--- config.mk ---
export PLATFORM = sky130hd
export DESIGN_NAME = ixc_sample_fifo
export DESIGN_NICKNAME = d
export VERILOG_FILES = /design/src/rtl/ixc_sample_fifo.sv
export SDC_FILE = /design/constraint.sdc
export NUM_CORES = 1
export LEC_CHECK = 0
export ABC_AREA = 1
export CORE_MARGIN = 10
export CORE_UTILIZATION = 45
export CTS_CLUSTER_SIZE = 10
export DETAILED_ROUTE_END_ITERATION = 10
export PLACE_DENSITY = 0.65
export SYNTH_ARGS = -nofsm -noshare
export SYNTH_HDL_FRONTEND = slang
export SYNTH_SLANG_ARGS = --single-unit
export TNS_END_PERCENT = 1
--- constraint.sdc ---
create_clock -name clk -period 2 [get_ports clk]
set_clock_uncertainty 0.2 [all_clocks]
set_input_delay 0.2 -clock clk [delete_from_list [all_inputs] [get_ports clk]]
set_output_delay 0.2 -clock clk [all_outputs]
set_load 0.005 [all_outputs]
--- src/rtl/ixc_sample_fifo.sv ---
// Registered sample capture plus timestamped FIFO; sv and new records visible 1 cycle after the request.
// Host drains via rd_valid/rd_ready; a capture into a full FIFO without a same-cycle pop is dropped and flagged.
module ixc_sample_fifo #(
   parameter int WIDTH       = 1,
   parameter int DEPTH       = 4,
   parameter int TSW         = 16,
   parameter int CHANGE_ONLY = 0
) (
   input  logic                         clk,
   input  logic                         rst,
   input  logic [WIDTH-1:0]             v,
   input  logic                         sample_ov,
   input  logic                         call_emu_pre,
   output logic [WIDTH-1:0]             sv,
   output logic                         rd_valid,
   input  logic                         rd_ready,
   output logic [TSW+WIDTH-1:0]         rd_data,
   output logic [$clog2(DEPTH+1)-1:0]   level,
   output logic                         overflow,
   input  logic                         clr_ovf
);

   localparam int AW = (DEPTH > 1) ? $clog2(DEPTH) : 1;
   localparam int LW = $clog2(DEPTH + 1);
   localparam int RW = TSW + WIDTH;

   logic [RW-1:0]    mem_q [DEPTH];
   logic [RW-1:0]    mem_d [DEPTH];
   logic [AW-1:0]    wr_ptr_q, wr_ptr_d;
   logic [AW-1:0]    rd_ptr_q, rd_ptr_d;
   logic [LW-1:0]    level_q, level_d;
   logic [TSW-1:0]   ts_q, ts_d;
   logic [WIDTH-1:0] sv_q, sv_d;
   logic             ovf_q, ovf_d;
   logic             primed_q, primed_d;

   logic req, cap, pop, push, full;

   always_comb begin
      req  = sample_ov | call_emu_pre;
      cap  = req && ((CHANGE_ONLY == 0) || !primed_q || (v != sv_q));
      full = (level_q == LW'(DEPTH));
      pop  = (level_q != '0) && rd_ready;
      // A full FIFO still accepts a push when the head leaves on the same edge.
      push = cap && (!full || pop);

      mem_d    = mem_q;
      wr_ptr_d = wr_ptr_q;
      rd_ptr_d = rd_ptr_q;
      level_d  = level_q;
      ts_d     = ts_q + TSW'(1);
      sv_d     = sv_q;
      ovf_d    = ovf_q;
      primed_d = primed_q;

      if (cap) begin
         sv_d     = v;
         primed_d = 1'b1;
      end
      if (push) begin
         mem_d[wr_ptr_q] = {ts_q, v};
         wr_ptr_d        = wr_ptr_q + AW'(1);
      end
      if (pop) begin
         rd_ptr_d = rd_ptr_q + AW'(1);
      end
      if (push && !pop) begin
         level_d = level_q + LW'(1);
      end else if (pop && !push) begin
         level_d = level_q - LW'(1);
      end

      if (cap && full && !pop) begin
         ovf_d = 1'b1;
      end else if (clr_ovf) begin
         ovf_d = 1'b0;
      end
   end

   always_ff @(posedge clk) begin
      if (rst) begin
         wr_ptr_q <= '0;
         rd_ptr_q <= '0;
         level_q  <= '0;
         ts_q     <= '0;
         sv_q     <= '0;
         ovf_q    <= 1'b0;
         primed_q <= 1'b0;
      end else begin
         wr_ptr_q <= wr_ptr_d;
         rd_ptr_q <= rd_ptr_d;
         level_q  <= level_d;
         ts_q     <= ts_d;
         sv_q     <= sv_d;
         ovf_q    <= ovf_d;
         primed_q <= primed_d;
      end
   end

   // Storage needs no reset: level gates every read.
   always_ff @(posedge clk) begin
      mem_q <= mem_d;
   end

   assign sv       = sv_q;
   assign rd_valid = (level_q != '0);
   assign rd_data  = mem_q[rd_ptr_q];
   assign level    = level_q;
   assign overflow = ovf_q;

endmodule

==> results.toml, run 1 <==
[min_path]
hold_class = "flip-flop to flip-flop"
holdPathStages = 2
min-delay-start = "overflow$_SDFFE_PP0P_"

[synth]
synth_edf_count = 68
yosysUniqueCellTypes = 29
syn_nets = 367
ys_top_cells_by_area = "edfxtp_1, dfxtp_1, nor2_1"
yosys_warnings = 0
yosys.area.top_type = "edfxtp_1"
syn_area_sq_um = 3810
yosysSeqAreaShare_pct = 66.8
yosysMostFrequentCell = "nor2_1"
ys_seq_elements = 93
yosys.area.top_type_share_pct = 53.6
synth_commonest_cells = "nor2_1, edfxtp_1, o21ai_0, nand2_1, inv_1"
ys_async_sr_fraction_pct = 0
postSynthAreaPerCell_sq_um = 10.8
netlist_instances = 353
synthFlopType = "edfxtp_1"

[global_routing]
grt_max_degree = 23
antenna_found_initial = 0
grt_usage_pct = 12.3
overflow = 0
grt_first_pass_wirelength_um = 12500
grt_pass1_vias = 2432

[clocking]
cts_tree = "built"
numClockSinks = 93
clkTransAtPathRegs_ns = 0.09
cts_max_level = 3
insertion_delay_ns = 0.35
cts_max_path_buffers = 2
ctsRootBufferMaster = "clkbuf_8"
cts_buffers = 9

[final_layout]
final_nets = 415
area_delta_synth_final_pct = 22.3
antenna_cells = 0
fin_util_pct = 56.6
stdcell_area_sq_um = 4650
fill_cells = 693
instances_no_fill = 511
layout-drive-gt1-share_pct = 12.8

[job]
cap_violations = 0

[place]
gp_congestion = 0.750
dpl_cell_area_sq_um = 4400
portBuffers = 29
place.detailed.hpwl_um = 5080
dp_cells = 495

[timing]
hold_viol_final = 0
post-route-min-period_ns = 1.95
finalCritPeriodShare_pct = 97.3
relSlewSlack_pct = 66.5
max_freq_mhz = 514
tightest_slew_ns = 0.501
rsz0062_at_grt = "true"
setup_viol = 0
report.final.slew_viol_count = 0

[detailed_routing]
vias = 2552
wl_per_cell_um = 14.7
drt-vias-per-instance = 4.99
drc_errors = 0
drt_iter0_markers = 149
ant_nets = 0
firstDrtPassIters = 4
totalWireLength_um = 7540

[outcome]
outcome = "complete, no violations"

[power_and_ir_drop]
p_seq_share_pct = 46.2
leakage_nw = 1.84
p_sw_share_pct = 28.3
p_per_area_nw_per_um2 = 1130
p_sw_w = 0.00149
power_frac_clock_pct = 25.7
vdd_drop_max_v = 0.000420
intPower_w = 0.00376
p_comb_share_pct = 28.1

[setup_path]
worstSetupStartpoint = "level[1]$_SDFFE_PP0P_"
rr_startpoint = "level[1]$_SDFFE_PP0P_"
crit_arrival_ns = 1.99
start_kind = "flip-flop"
cp.buffers_inverters = 1
path_depth = 9
critPathMaxFanout = 3
path_class = "flip-flop to flip-flop"
end_kind = "flip-flop"
crit_chain = "nor3_2, a21oi_2, ha_1, inv_1, fa_1, nand2_1, nand3_1, o21ai_0, a21oi_1"
cp_top_family = "adder cells"
cp_slowest_cell = "dfxtp_1"
critPathRequiredTime_ns = 2.04
cpPeakStageDelay_ns = 0.39
worstRegToRegCells = 9

[floorplanning]
initial_core_util_pct = 46.3
die_area_sq_um = 12500
rows = 33
io-pin-count = 30
die_x_um = 112
core_area_sq_um = 8220
dieHeight_um = 112
[area by class of cell]
type	count	area [sq um]	area share [%]
timing repair buffer	49	548	11.8
tap	105	131	2.82
inverter	34	128	2.74
multi-input combinational	214	1080	23.2
clock buffer	9	124	2.66
clock inverter	7	96.3	2.07
sequential	93	2550	54.8
[repair_timing]
action	4_1_cts	5_1_grt
endpoints found under the setup margin	18	11
hold endpoints to repair	0	0
gates resized for setup	19	11
pin swaps	1	0
setup buffers	0	0
hold buffers	0	0
[per-stage QoR]
stage	worst slack (ns)	power, W	hold slack [ns]	TNS [ns]
CTS	-0.212	0.00533	0.266	-0.847
floorplan	-0.134	0.00317	0.0989	-9.13
finish	0.0538	0.00525	0.270	0
global route	-0.117	0.00558	0.308	-0.233
global placement	-0.168	0.00401	0.259	-0.217
detailed placement	-0.241	0.00405	0.266	-0.820
[metal layers]
metal,global-route usage [%],vias to the layer above,routed length [um]
li1,-,1304,-
met4,6.51,0,114
met1,15.4,1214,3470
met5,0,-,0
met3,1.99,6,186
met2,20.0,28,3770
[power groups by stage]
stage	Combinational (W)	Sequential [W]	Clock, W
2_1_floorplan	0.000722	0.00245	0
3_3_place_gp	0.00155	0.00246	0
3_5_place_dp	0.00159	0.00246	0
4_1_cts	0.00152	0.00243	0.00138
5_1_grt	0.00167	0.00246	0.00146
6_report	0.00148	0.00243	0.00135
[worst reg2reg max path, cell delays in order, from the launching register on]
cell and delay [ns]:
dfxtp_1 0.39, nor3_2 0.08, a21oi_2 0.15, ha_1 0.19, inv_1 0.07, fa_1 0.38
nand2_1 0.09, nand3_1 0.08, o21ai_0 0.14, a21oi_1 0.05
[state kept, by name (all words and copies together), names as in the netlist]
register	count
wr_ptr_q	2
overflow	1
rd_ptr_q	2
sv	1
mem_q	68
level	3
ts_q	16
[placed cells by master, fill, tap and decap left out, types with 3 or more instances in the layout]
cell type and count:
nor2_1 75, edfxtp_1 68, nand2_1 37, o21ai_0 36
inv_1 32, dfxtp_1 22, o22ai_1 16, clkdlybuf4s50_1 12
dlygate4sd2_1 11, a21oi_1 10, buf_4 10, nand3_1 9
clkbuf_8 9, buf_12 7, ha_1 6, dlymetal6s2s_1 6
o21ai_1 4, xor2_1 3, nand3_2 3
[final timing paths]
| kind | slack [ns] | end |
|---|---|---|
| setup / recovery | 0.05 | level[2]$_SDFFE_PP0P_ |
| hold / removal | 0.27 | overflow$_SDFFE_PP0P_ |
| setup reg to reg | 0.05 | level[2]$_SDFFE_PP0P_ |
| hold reg to reg | 0.27 | overflow$_SDFFE_PP0P_ |
[logic make-up after synthesis]
kind of cell	after synthesis	share of synthesized area, %
xor gates and xnor gates	4	0.921
adders and majority gates	7	2.50
AOI/OAI and AO/OA	70	10.1
and+or+nand+nor	133	14.7
DFF	93	66.8
buffers and inverters	46	5.03
(Power assumes the default switching activity.)
==> inputs of run 2 (changes only) <==
- TNS_END_PERCENT: 1 -> 50
==> run 2 against run 1 <==
  * Sequential cell count did not move
  * Power barely moved
  * Non-clock buffer count did not move
  * Critical path depth did not move
  * Sequential share of layout area barely moved
  * Register-to-register slack barely moved
  * Core utilization barely moved
  * First-iteration DRC count fell by 14%
  * Critical path type unchanged
  * Critical endpoint unchanged
  * Largest power group unchanged
  * Highest routed layer unchanged
==> results.toml, run 2 (synthesis gave the netlist of run 1 again) <==
[outcome]
outcome = "complete, no violations"

[detailed_routing]
drt-vias-per-instance = 5.02
firstDrtPassIters = 5
vias = 2563
totalWireLength_um = 7540
ant_nets = 0
drt_iter0_markers = 128
wl_per_cell_um = 14.8
drc_errors = 0

[timing]
post-route-min-period_ns = 1.95
rsz0062_at_grt = "true"
relSlewSlack_pct = 66.7
max_freq_mhz = 514
report.final.slew_viol_count = 0
finalCritPeriodShare_pct = 97.3
fin_setup_tns_ns = 0
tightest_slew_ns = 0.499
whs_ns = 0.270
hold_viol_final = 0
setup_ws_ns = 0.0547
setup_viol = 0

[setup_path]
end_kind = "flip-flop"
path_depth = 9
cpPeakStageDelay_ns = 0.39
start_kind = "flip-flop"
crit_arrival_ns = 1.99
critPathRequiredTime_ns = 2.05
critPathMaxFanout = 3
path_class = "flip-flop to flip-flop"
cp_top_family = "adder cells"
crit_chain = "nor3_2, a21oi_2, ha_1, inv_1, fa_1, nand2_1, nand3_1, o21ai_0, a21oi_1"
worstRegToRegCells = 9
cp.buffers_inverters = 1
cp_slowest_cell = "dfxtp_1"

[job]
cap_violations = 0

[global_routing]
overflow = 0
grt_pass1_vias = 2432
grt_max_degree = 23
grt_usage_pct = 12.3
antenna_found_initial = 0
grt_first_pass_wirelength_um = 12500

[final_layout]
layout-drive-gt1-share_pct = 12.8
layout_commonest_cell = "nor2_1"
largest_reg_flops = 68
final_nets = 415
fill_cells = 694
antenna_cells = 0
area_delta_synth_final_pct = 22.2
fin_util_pct = 56.6
regArea_sq_um = 2550
multi_input_area_sq_um = 1080
largest-register = "mem_q"
final_cell_mix = "nor2_1, edfxtp_1, nand2_1"

[floorplanning]
rows = 33
core_area_sq_um = 8220
dieHeight_um = 112
die_area_sq_um = 12500
io-pin-count = 30
die_x_um = 112
initial_core_util_pct = 46.3

[place]
portBuffers = 29
place_worst_setup_slack_ns = -0.241
gp_congestion = 0.750
place.detailed.hpwl_um = 5080

[clocking]
ctsRootBufferMaster = "clkbuf_8"
numClockSinks = 93
postCtsHoldBufs = 0
cts_max_path_buffers = 2
post-cts-setup-buffer-count = 0
cts_buffers = 9
cts_max_level = 3
insertion_delay_ns = 0.36
clkTransAtPathRegs_ns = 0.09
cts_tree = "built"

[min_path]
hold_class = "flip-flop to flip-flop"
holdPathStages = 2

[power_and_ir_drop]
p_per_area_nw_per_um2 = 1130
vdd_drop_max_v = 0.000428
total_power_w = 0.00525
leakage_nw = 1.83
==> run 2: cell types whose count changed in the layout (fill, tap and decap cells not counted) <==
| cell | previous run | this run |
|---|---|---|
| dlymetal6s2s_1 | 6 | 5 |
| dlygate4sd2_1 | 11 | 12 |
==> run 2: routing by layer <==
metal	global-route usage (%)	routed length (um)	vias up
met2	20.0	3720	47
met3	1.99	414	8
met5	0	0	-
met1	15.4	3260	1206
li1	-	-	1302
met4	6.43	142	0
==> run 2: per-stage QoR <==
stage	std cells	instance area [sq um]
after floorplan	353	3810
after global placement	495	4400
after detailed placement	495	4400
after CTS	511	4630
after global routing	511	4650
final	511	4650
==> run 2: path summary, 6_finish.rpt <==
kind,startpoint,slack (ns),to
setup / recovery,level[1]$_SDFFE_PP0P_,0.05,level[2]$_SDFFE_PP0P_
hold / removal,overflow$_SDFFE_PP0P_,0.27,overflow$_SDFFE_PP0P_
setup reg to reg,level[1]$_SDFFE_PP0P_,0.05,level[2]$_SDFFE_PP0P_
hold reg to reg,overflow$_SDFFE_PP0P_,0.27,overflow$_SDFFE_PP0P_
==> run 2: layout make-up <==
| type | instances | area share, % |
|---|---|---|
| Multi-Input combinational cell | 214 | 23.2 |
| Inverter | 34 | 2.74 |
| Timing Repair Buffer | 49 | 11.7 |
| Clock buffer | 9 | 2.66 |
| Tap cell | 105 | 2.82 |
| Clock inverter | 7 | 2.07 |
| Sequential cell | 93 | 54.8 |
==> run 2: timing repair <==
action	CTS	global route
pin swaps	1	0
setup endpoints to repair	18	10
endpoints found under the hold margin	0	0
gates resized for setup	20	10
cloned	0	0
==> run 2: power breakdown <==
part	internal [W]	total [W]	leakage, nW	switching (W)
clock network	0.000710	0.00135	0.114	0.000639
registers	0.00233	0.00243	0.858	0.000101
logic	0.000723	0.00147	0.855	0.000748
==> run 2: tightest hold or removal path: cells and delay by family, from the launching register on <==
kind | cells | cell delay [ns]
flip-flops | 1 | 0.32
AND/OR/NAND/NOR | 1 | 0.06
AO/OA/AOI/OAI | 1 | 0.05
